File: config.mk
export PLATFORM = sky130hd
export DESIGN_NAME = sap_controller
export DESIGN_NICKNAME = d
export VERILOG_FILES = /design/src/rtl/sap_controller.sv
export SDC_FILE = /design/constraint.sdc
export NUM_CORES = 1
export LEC_CHECK = 0
export BUFFER_PORTS_ARGS = -buffer_cell sky130_fd_sc_hd__buf_2
export CORE_MARGIN = 2
export CORE_UTILIZATION = 42
export CTS_CLUSTER_DIAMETER = 100
export DETAILED_ROUTE_END_ITERATION = 8
export HOLD_SLACK_MARGIN = 0.02
export PLACE_DENSITY_LB_ADDON = 0.05
export SLEW_MARGIN = 10
export SYNTH_ARGS = -nofsm -noshare
export SYNTH_HDL_FRONTEND = slang
export SYNTH_SLANG_ARGS = --single-unit
File: constraint.sdc
create_clock -name clk -period 1.59 [get_ports clk]
set_input_delay 0.0795 -clock clk [delete_from_list [all_inputs] [get_ports clk]]
set_output_delay 0.0795 -clock clk [all_outputs]
set_load 0.02 [all_outputs]
File: src/rtl/sap_controller.sv
// sap_controller
//   Instruction register and microcode sequencer for the 8-bit bus computer.
//   A five-step T-counter (T0..T4) walks every instruction. T0/T1 fetch the
//   instruction into the IR. T2..T4 execute it, with the microcode selected
//   by the opcode nibble.
//   The control word is combinational. Bus agents sample it on the next
//   rising edge.
// Ports
//   clk     rising-edge clock
//   rst     asynchronous, active-low reset
//   en      step enable; low freezes the sequencer and zeroes ctrl
//   bus     shared bus, loaded into ir when II is asserted
//   carry   registered carry flag (conditional jump JC)
//   zero    registered zero flag (conditional jump JZ)
//   ctrl    16-bit control word:
//             HLT MI RI RO IO II AI AO EO SU BI OI CE CO J FI (bit 15..0)
//   ir      instruction register
//   tstate  current microstep, 0..4
//   halted  set by HLT; only rst clears it
module sap_controller #(
  parameter int WIDTH = 8
) (
  input  logic             clk,
  input  logic             rst,
  input  logic             en,
  input  logic [WIDTH-1:0] bus,
  input  logic             carry,
  input  logic             zero,
  output logic [15:0]      ctrl,
  output logic [WIDTH-1:0] ir,
  output logic [2:0]       tstate,
  output logic             halted
);

  localparam logic [15:0] C_HLT = 16'h8000;
  localparam logic [15:0] C_MI  = 16'h4000;
  localparam logic [15:0] C_RO  = 16'h1000;
  localparam logic [15:0] C_IO  = 16'h0800;
  localparam logic [15:0] C_II  = 16'h0400;
  localparam logic [15:0] C_AI  = 16'h0200;
  localparam logic [15:0] C_AO  = 16'h0100;
  localparam logic [15:0] C_EO  = 16'h0080;
  localparam logic [15:0] C_SU  = 16'h0040;
  localparam logic [15:0] C_BI  = 16'h0020;
  localparam logic [15:0] C_OI  = 16'h0010;
  localparam logic [15:0] C_CE  = 16'h0008;
  localparam logic [15:0] C_CO  = 16'h0004;
  localparam logic [15:0] C_J   = 16'h0002;
  localparam logic [15:0] C_FI  = 16'h0001;

  typedef enum logic [2:0] {T0 = 3'd0, T1 = 3'd1, T2 = 3'd2, T3 = 3'd3, T4 = 3'd4} tstep_t;

  tstep_t     state, state_nxt;
  logic       halted_nxt;
  logic [3:0] op;
  logic [15:0] micro;
  logic       run;

  assign op     = ir[WIDTH-1:WIDTH-4];
  assign tstate = state;
  // The sequencer only moves when enabled, not halted and out of reset.
  assign run    = rst && en && !halted;

  always_ff @(posedge clk or negedge rst) begin
    if (!rst) begin
      state  <= T0;
      halted <= 1'b0;
      ir     <= '0;
    end else begin
      state  <= state_nxt;
      halted <= halted_nxt;
      if (ctrl[10]) ir <= bus;
    end
  end

  always_comb begin
    micro      = '0;
    state_nxt  = state;
    halted_nxt = halted;

    unique case (state)
      T0: micro = C_CO | C_MI;
      T1: micro = C_RO | C_II | C_CE;
      T2: begin
        case (op)
          4'h1, 4'h2, 4'h3: micro = C_IO | C_MI;
          4'h5: micro = C_IO | C_AI;
          4'h6: micro = C_IO | C_J;
          // Flags are read live, so a flag change during T2 shows up at once.
          4'h7: micro = carry ? (C_IO | C_J) : 16'h0;
          4'h8: micro = zero  ? (C_IO | C_J) : 16'h0;
          4'hE: micro = C_AO | C_OI;
          4'hF: micro = C_HLT;
          default: micro = '0;
        endcase
      end
      T3: begin
        case (op)
          4'h1:       micro = C_RO | C_AI;
          4'h2, 4'h3: micro = C_RO | C_BI;
          default:    micro = '0;
        endcase
      end
      T4: begin
        case (op)
          4'h2:    micro = C_EO | C_AI | C_FI;
          4'h3:    micro = C_EO | C_AI | C_SU | C_FI;
          default: micro = '0;
        endcase
      end
      default: micro = '0;
    endcase

    ctrl = run ? micro : 16'h0;

    if (run) begin
      // HLT latches halted and parks the counter on T2.
      if (micro[15]) halted_nxt = 1'b1;
      else begin
        unique case (state)
          T0: state_nxt = T1;
          T1: state_nxt = T2;
          T2: state_nxt = T3;
          T3: state_nxt = T4;
          default: state_nxt = T0;
        endcase
      end
    end
  end

endmodule
Yosys cells after proc, flatten, opt, wreduce, memory -nomap -nowiden
Cells that the tools add are included.
{"block": "word_totals", "regBits": 12, "latch_bits": 0, "mem_bits_rw": 0, "rom_bits": 0, "inputBits": 13, "elab_cells": 33, "n_memories": 0}
{"block": "op_classes", "n_addsub": 0, "n_mul": 0, "div_mod_pow": 0, "order_cmp": 0, "eq_ne": 13, "shift": 0, "n_mux": 8, "bitwise_logic": 1, "reduce_logical": 8}
{"cell": "one-hot mux 16 bit (7 select lines)", "count": 1}
{"cell": "one-hot mux 16 bit (5 select lines)", "count": 1}
{"cell": "one-hot mux 13 bit (2 select lines)", "count": 1}
{"cell": "two-way mux 12 bit", "count": 2}
{"cell": "one-hot mux 10 bit (2 select lines)", "count": 1}
{"cell": "two-way mux 16 bit", "count": 1}
{"cell": "== test 4 x 3 -> 1 bit (second input constant)", "count": 3}
{"cell": "== test 4 bit (second input constant)", "count": 3}
{"cell": "one-hot mux 3 bit (4 select lines)", "count": 1}
{"cell": "== test 4 x 2 -> 1 bit (second input constant)", "count": 2}
{"cell": "== test 3 x 2 -> 1 bit (second input constant)", "count": 2}
{"cell": "== test 4 x 1 -> 1 bit (second input constant)", "count": 1}
{"cell": "AND reduction 2 bit", "count": 2}
{"cell": "== test 3 x 1 -> 1 bit (second input constant)", "count": 1}
{"cell": "== test 3 bit (second input constant)", "count": 1}
{"cell": "logical NOT 3 bit", "count": 1}
{"cell": "OR reduction 3 bit", "count": 1}
{"cell": "logical AND 1 bit", "count": 2}
{"cell": "OR reduction 2 bit", "count": 1}
{"cell": "logical NOT 1 bit", "count": 1}
{"cell": "inverter 1 bit", "count": 1}

Depth between registers and ports, before layout
Gate-level depths: netlist of the first run.
{"block": "logic_depth", "depth_word": 6, "ltp_mapped": 5, "depth_no_buf": 3}

Least setup slack after synthesis of the first run
OpenSTA, ideal clock, no wires.
{"block": "synth_path", "path_kind": "reg2out", "startpoint": "reg state[2] (netlist: tstate[2])", "endpoint": "out ctrl[8]", "arrival_ps": 2013, "t_required_ps": 1510, "path_slack_ps": -502, "path_stages_with_launch": 5, "n_path_buf": 1, "cell_sequence": "dfrtp_1 -> or2_2 -> or3_1 -> nor3_1 -> buf_4"}
{"block": "synth_via", "elab_chain_cells": 3, "word_cells_on_any_way": 7, "cone_classes": "4 x eq/ne; 2 x mux; 1 x reduce/logical"}
{"element": "from (decl)", "line_no": "53", "source": "tstep_t state, state_nxt;"}
{"element": "from (signal assigned)", "line_no": "70", "source": "state <= state_nxt;"}
{"element": "== test 3 bit (tied with other cells)", "line_no": "81", "source": "unique case (state)"}
{"element": "one-hot mux 16 bit (5 select lines) *", "line_no": "81"}
{"element": "two-way mux 16 bit *", "line_no": "114", "source": "ctrl = run ? micro : 16'h0;"}
{"element": "to (decl)", "line_no": "29", "source": "output logic [15:0] ctrl,"}
Mark *: on every way between the ends. The rest lies on a longest branch, timed or not.

Worst setup path after layout of the first run
{"block": "layout_path", "startpoint": "reg state[0] (netlist: tstate[0])", "endpoint": "out ctrl[9]"}
The elaborated chain is that of the path after synthesis.

==> summary.md, run 1 <==
| Metric | Value |
|---|---|
| Syn-to-layout area delta | `85.14%` |
| Max_cap viols | `0` |
| Cell taking the most area after synthesis | `dfrtp_1` |
| Post-synthesis sequential area ratio | `41.96%` |
| Footprint of the multi-input gates | `around 480 sq um` |
| Placed Cells | `133` |
| Synth Area in Compound Gates | `between 10% and 20%` |
| Yosys top cell area share | `41.96%` |
| Total CTS buffers | `3` |
| IO Pins | `between 40 and 50` |
| # nets final | `approximately 150` |
| Register bit total from synthesis | `12` |
| Setup tns final | `-3.115 ns` |
| Worst r2r path cells | `5` |
| Post-Syn Nets | `87` |
| WS Path Type | `reg2out` |
| Starting Density | `approximately 46%` |
| Routed WL | `~2.5 mm` |
| Setup violations, final | `20` |
| Main combinational cell family by area after synthesis | `simple AND/OR/NAND/NOR gates` |
| Proportion of synthesized area in mux cells | `between 10% and 20%` |
| Core ar. | `~0.0016 sq mm` |
| Crit path max fanout | `3` |
| Synthesized cell area | `about 720 sq um` |
| Post-Synth XOR/XNOR Area | `approximately 1.2%` |
| CTS Root Buffer Type | `clkbuf_4` |
| CP endpoint kind | `primary output` |
| Worst hold path type | `in2reg` |
| Post-Synth Adder-Cell Area | `0%` |
| Unrepaired setup endpoints after global routing | `yes` |
| Met2 Use GR | `approximately 40%` |
| RR Endpoint | `ir[6]` |
| Met3 Track Usage GR | `about 4.8%` |
| GPL Wtd Cong | `roughly 0.88` |
| Pleak | `about 0.64 nW` |
| R2R setup slack | `-0.12 ns` |
| H-tree Lvls | `1` |
| DR vias/cell | `between 5 and 6` |
| Die H | `about 45 um` |
| N_diodes | `0` |
| Final antenna-violating net count | `0` |
| Distinct cell type count of the synthesized netlist | `28` |
| Grt total ovfl | `0` |
| I/O Buffers | `39` |
| Final setup margin | `-0.3006 ns` |
| Slew Limit Fails | `0` |
| GR peak layer | `met2` |
| Post-Synth Simple-Gate Area | `between 20 and 30%` |
| Layout Cells excl Fill | `around 150` |
| Mean Syn Cell Area | `slightly below 10 sq um` |
| First-pass GRT wire length | `around 3.5 mm` |
| TritonCTS clock tree | `yes` |
| # fillers | `80` |
| Max frequency | `528.9 MHz` |
| Synth Flop Type | `dfrtp_1` |
| Clock Skew | `between 0.007 and 0.008 ns` |
| Largest net degree at the start of global routing | `13` |
| Worst skew pair latency | `about 0.27 ns` |
| Vias in the first global route | `between 700 and 800` |
| Peak supply drop | `approximately 0.00096 V` |
| Maximum clock path buffer count | `2` |
| Critical hold path startpoint | `bus[0]` |
| Initial DRC count | `8` |
| Total number of vias | `approximately 800` |
| Final Cycle Share | `118.9%` |
| Standard-cell rows | `14` |
| Top cells by count, synth | `12 x dfrtp_1, 8 x mux2_2, 5 x nand2_1, 5 x nor2_1` |
| Post-synth EDFFs | `0` |
| Hold Violations, Final | `0` |
| Clock Pin Slew Worst Setup and Hold Paths | `0.08 ns` |
| Reg area | `around 310 sq um` |
| Dpl hpwl | `between 1 and 1.5 mm` |
| Met1 GRT Util | `31.49%` |
| Hold depth | `2` |
| Synth warn | `0` |
| Die area | `just over 0.002 sq mm` |
| Status | `finished, violations left` |
| Arrival time at the worst endpoint | `about 1.8 ns` |
| Area contributors post-synth | `dfrtp_1 42%, mux2_2 13%, buf_4 4.2%` |
| Reg-to-Reg Start | `halted` |
| Period minus WS final | `approximately 1.9 ns` |
| Layout cells sized above 1 | `76.52%` |
| Initial antenna violation count | `0` |
| PD cells | `1544 mW/mm^2` |
| Drt pass-1 iters | `4` |
| Worst Path Required | `between 1.5 and 2 ns` |
| Top-count cell post-synth | `dfrtp_1` |
| Tot GR Track Use | `roughly a quarter` |
| Clk sink count | `12` |
| Remaining DRCs | `0` |
| Hold endpoint | `ir[0]` |
| Setup crit start kind | `flop` |
| Asr flop ratio synth | `100.0%` |
| WL/cell | `approximately 17 um` |
| Die extent in x | `roughly 45 um` |
| Violated checks | `negative setup slack` |
| Syn Inst Count | `74` |
[metrics by stage]
stage	total power [W]	hold WS (ns)	worst slack [ns]	util [%]	cell area (sq um)
after global routing	0.002157	0.03156	-0.3322	84.99	1325
after global placement	0.001555	0.02391	0.02537	66.93	1044
after CTS	0.001962	0.03019	-0.2865	80.66	1257
after floorplan	0.001213	-0.2161	-0.1261	-	805.8
final	0.002046	0.03269	-0.3006	84.99	1325
after detailed placement	0.001587	0.03338	-0.002402	66.93	1044
[where the power goes]
part,internal (W),switching (W)
Clock,0.000139,0.000105
Combinational,0.000545,0.000718
Sequential,0.000441,0.0000973
[how the worst max path moves through the flow]
stage                    from  endpoint  slack [ns]  cells past startpoint
global placement    tstate[0]   ctrl[9]        0.03                      4
CTS                 tstate[0]   ctrl[9]       -0.29                      4
detailed placement  tstate[0]   ctrl[9]      -0.002                      4
global route        tstate[0]   ctrl[9]       -0.33                      4
floorplan              halted    halted       -0.13                      4
finish              tstate[0]   ctrl[9]       -0.30                      4
[cell families (layout without fill, tap and decap cells)]
kind of cell           Yosys count  count (layout)
XOR/XNOR                         1               1
other                            1               1
multiplexers                     8               8
AO/OA/AOI/OAI                   11              11
AND/OR/NAND/NOR                 31              31
flip-flops                      12              12
buffers and inverters           10              68
[sequential cells by signal (all words and copies together), names as in the netlist]
register,flops
halted,1
ir,8
tstate,3
[routing by layer]
layer  vias up  wire, um
li1        375         -
met4         0        27
met2        38      1301
met1       395      1011
met3         4       126
met5         -         0
[cell type report]
| type | count | share of cell area (%) |
|---|---|---|
| Clock buffer | 4 | 2.738 |
| Inverter | 2 | 0.7554 |
| Timing Repair Buffer | 62 | 35.32 |
| Sequential cell | 12 | 23.23 |
| Multi-Input combinational cell | 52 | 36.45 |
| Tap cell | 16 | 1.511 |
[layout by cell type (no fill, tap or decap), drive strengths merged]
cell type / count
or2: 4
dfrtp: 12
and2: 1
inv: 2
mux2: 8
buf: 61
nand2b: 2
nand4bb: 1
a221oi: 1
nor3: 3
nand2: 5
nor2: 5
clkbuf: 4
or3b: 1
o21ai: 4
nand3b: 2
or4b: 1
dlygate4sd3: 1
nand4: 1
a21oi: 2
conb: 1
a211oi: 2
o31ai: 1
o211ai: 1
nand3: 1
or3: 3
nor4: 1
xnor2: 1
[what timing repair did]
| item | in CTS | in global routing |
|---|---|---|
| buffers inserted | 7 | 3 |
| pin swaps | 5 | 5 |
| resized for setup | 32 | 15 |
| cloned | 1 | 0 |
| hold buffers | 1 | 0 |
| hold endpoints to repair | 12 | 0 |
| endpoints found under the setup margin | 19 | 24 |
[worst max-delay path, cell delays in order (launching register included)]
cell and delay, ns:
dfrtp_2 0.44, xnor2_1 0.14, or4b_4 0.53, a221oi_4 0.29, buf_6 0.15
(Power assumes the default switching activity.)
==> inputs of run 2 (changes only) <==
ABC_AREA = 1   (was not set)
CORE_UTILIZATION = 45   (was 42)
SKIP_CTS_REPAIR_TIMING = 1   (was not set)
==> run 2 against run 1 <==
- the flow still finishes with violations (negative setup slack)
- clock-buffer cell count fell by 1
- hold slack got worse by 0.024 ns
- critical path depth increased by 5
- critical endpoint unchanged
- highest routed layer unchanged
==> summary.md, run 2 <==
| Metric | Value |
|---|---|
| Initial antenna violation count | `0 (unchanged)` |
| Setup violations, final | `7 (-65%)` |
| # fillers | `110 (+38%)` |
| Placed Cells | `182 (+37%)` |
| Hold depth | `3 (+1)` |
| # nets final | `201 (+38%)` |
| Top cells by count, synth | `35 x nand2_1, 20 x nor2_1, 12 x dfrtp_1` |
| Worst Path Required | `1.51 ns (about the same)` |
| WL/cell | `13.67 um (-18%)` |
| Largest Register | `ir` |
| Maximum clock path buffer count | `2 (unchanged)` |
| Final Cycle Share | `104.7% (-14 points)` |
| CTS Root Buffer Type | `clkbuf_4` |
| Most frequent cells in the layout | `29 x buf_2, 28 x nand2_1, 25 x buf_4` |
| Hold Violations, Final | `0 (unchanged)` |
| First-pass GRT wire length | `3.187 mm (-9.8%)` |
| Area contributors post-synth | `dfrtp_1 36%, nand2_1 16%, nor2_1 8.9%` |
| Max frequency | `600.7 MHz (+14%)` |
| Relative slew slack | `61.14%` |
| Critical hold path startpoint | `bus[7]` |
| Syn Inst Count | `122 (+65%)` |
| Asr flop ratio synth | `100.0% (unchanged)` |
| Crit-path leading delay family | `buffers and inverters` |
| Reg-to-Reg Start | `tstate[2]` |
| Yosys top cell area share | `35.50% (-6.5 points)` |
| Worst skew pair latency | `0.28 ns (about the same)` |
| Synth Flop Type | `dfrtp_1` |
| Reg area | `307.8 sq um (unchanged)` |
| Final setup margin | `-0.07479 ns (+0.2258 ns)` |
| Distinct cell type count of the synthesized netlist | `25 (-11%)` |
| Total CTS buffers | `3 (unchanged)` |
| Pleak | `0.7237 nW (+13%)` |
| Drt pass-1 iters | `4 (unchanged)` |
| Worst Path Buf+Inv | `4 (+3)` |
| Dpl hpwl | `1.575 mm (+7.1%)` |
| Tot GR Track Use | `20.55% (-3.6 points)` |
| Worst-path cell chain | `inv_2, nand2_4, nor2_4, buf_4, nand2_1, nand3_1, nand2_1, inv_1, buf_6` |
| Vias in the first global route | `779 (+6.0%)` |
| Worst r2r path cells | `9 (+4)` |
| Period minus WS final | `1.665 ns (-0.2258 ns)` |
| Cell taking the most area after synthesis | `dfrtp_1` |
| Final antenna-violating net count | `0 (unchanged)` |
| CP endpoint kind | `primary output` |
| Worst hold path type | `in2reg` |
| Clk sink count | `12 (unchanged)` |
| Routed WL | `2.884 mm (+17%)` |
| H-tree Lvls | `1 (unchanged)` |
| Crit path max fanout | `5 (+2)` |
| Post-synth EDFFs | `0 (unchanged)` |
| CP max stage delay | `0.43 ns (-0.10 ns)` |
| Grt total ovfl | `0 (unchanged)` |
| Post-synthesis sequential area ratio | `35.50% (-6.5 points)` |
| PD cells | `372.2 mW/mm^2 (-76%)` |
| Die H | `47.36 um (+4.6%)` |
| Initial DRC count | `15 (+7)` |
| Fin util | `82.51% (-2.5 points)` |
| I/O Buffers | `39 (unchanged)` |
| Footprint of the multi-input gates | `526.8 sq um (+9.1%)` |
| Register bit total from synthesis | `12 (unchanged)` |
| Violated checks | `negative setup slack` |
| Core ar. | `0.001745 sq mm (+12%)` |
| Unrepaired setup endpoints after global routing | `yes` |
| Die extent in x | `47.36 um (+4.6%)` |
| WS Path Type | `reg2out` |
| N_diodes | `0 (unchanged)` |
| Status | `finished, violations left` |
| R2R setup slack | `0.06 ns (+0.18 ns)` |
| Most common cell after layout, fill and taps aside | `buf_2` |
| Max reg flops | `8 (unchanged)` |
| Layout cells sized above 1 | `61.83% (-15 points)` |
| Starting Density | `48.46% (+2.6 points)` |
| Arrival time at the worst endpoint | `1.59 ns (-0.22 ns)` |
| Total number of vias | `1044 (+29%)` |
| GPL Wtd Cong | `0.8421 (-4.4%)` |
| Peak supply drop | `0.0005413 V (-44%)` |
| TritonCTS clock tree | `yes` |
| RR Endpoint | `ir[6]` |
| Syn-to-layout area delta | `70.27%` |
| IO Pins | `41 (unchanged)` |
| Number of cells on the critical path | `9 (+5)` |
| Hold endpoint | `ir[7]` |
| Clock Pin Slew Worst Setup and Hold Paths | `0.07 ns (about the same)` |
| Post-Syn Nets | `135 (+55%)` |
| Setup crit start kind | `flop` |
| Synth warn | `0 (unchanged)` |
| Most frequent CP cell | `nand2_1` |
| Clock Skew | `0.002611 ns (-0.005085 ns)` |
| Fin Hold WS | `0.008573 ns (-0.02412 ns)` |
| Remaining DRCs | `0 (unchanged)` |
| Mean Syn Cell Area | `6.933 sq um (-28%)` |
| Measured slew at the worst slew-check pin | `0.5809 ns` |
| Worst-path cell with the longest stage delay | `dfrtp_1` |
| Top-count cell post-synth | `nand2_1` |
| Max_cap viols | `0 (unchanged)` |
| Die area | `0.002243 sq mm (+9.4%)` |
| Largest net degree at the start of global routing | `15 (+2)` |
| Synthesized cell area | `845.8 sq um (+18%)` |
| DR vias/cell | `4.948 (-9.8%)` |
| Slew Limit Fails | `0 (unchanged)` |
| Layout Cells excl Fill | `211 (+43%)` |
| Standard-cell rows | `15 (+1)` |
run 2: cell types whose count changed in the layout (fill, tap and decap cells not counted), sizes merged, moves of 3 or more:
| cell | change |
|---|---|
| or3 | -3 |
| nor2 | +16 |
| dlygate4sd3 | +5 |
| nand2 | +39 |
| inv | +12 |
| nand3 | +5 |
| mux2 | -8 |
| o21ai | +4 |
| or2 | -3 |
run 2: worst max path at each step:
stage	from	to	slack [ns]
2_1_floorplan	ir[6]	ctrl[6]	-0.002
4_1_cts	tstate[2]	ctrl[4]	-0.14
6_report	tstate[2]	ctrl[9]	-0.07
3_3_place_gp	tstate[2]	ctrl[4]	0.17
5_1_grt	ir[6]	ctrl[1]	-0.16
3_5_place_dp	tstate[2]	ctrl[4]	0.17
run 2: cell type report:
type | count | area share [%]
clock buffer | 3 | 1.564
sequential | 12 | 21.37
tap | 25 | 2.172
timing repair buffer | 66 | 33.10
inverter | 16 | 5.213
multi-input combinational | 89 | 36.58
run 2: per-stage QoR:
step                      setup slack (ns)    TNS, ns  total power [W]  cell area (sq um)
after floorplan                  -0.001676  -0.001676        0.0003150              850.8
after global placement              0.1735          0        0.0003382               1035
after detailed placement            0.1723          0        0.0003381               1035
after CTS                          -0.1364    -0.6698        0.0005243               1057
after global routing               -0.1618    -0.9702        0.0005535               1440
final                             -0.07479    -0.2378        0.0005360               1440
run 2: per-layer routing:
metal  wire, um  track usage (%)  share of wire, %
met1       1185            26.12                41
met2       1410            34.32                49
met3        193            6.923               6.7
met4         94            3.333               3.3
met5          0                0                 0
run 2: worst reg2reg max path: cells and delay by family (launching register included):
kind | cells | cell delay, ns
buffers and inverters | 5 | 0.55
and+or+nand+nor | 3 | 0.42
AOI/OAI and AO/OA | 1 | 0.05
DFF | 1 | 0.43
run 2: logic make-up (layout without fill, tap and decap cells):
logic type / after synthesis / in the layout / synth area share, %
simple gates: 79 / 79 / 43.35
flops: 12 / 12 / 35.50
other cells: 1 / 1 / 0.4434
compound gates: 9 / 9 / 7.099
buf+inv: 21 / 85 / 13.61
run 2: power breakdown:
| part | switching [W] | total [W] | internal, W |
|---|---|---|---|
| clock network | 0.000103 | 0.000190 | 0.0000879 |
| logic | 0.0000191 | 0.0000407 | 0.0000216 |
| registers | 0 | 0.000305 | 0.000305 |
| total | 0.000122 | 0.000536 | 0.000414 |
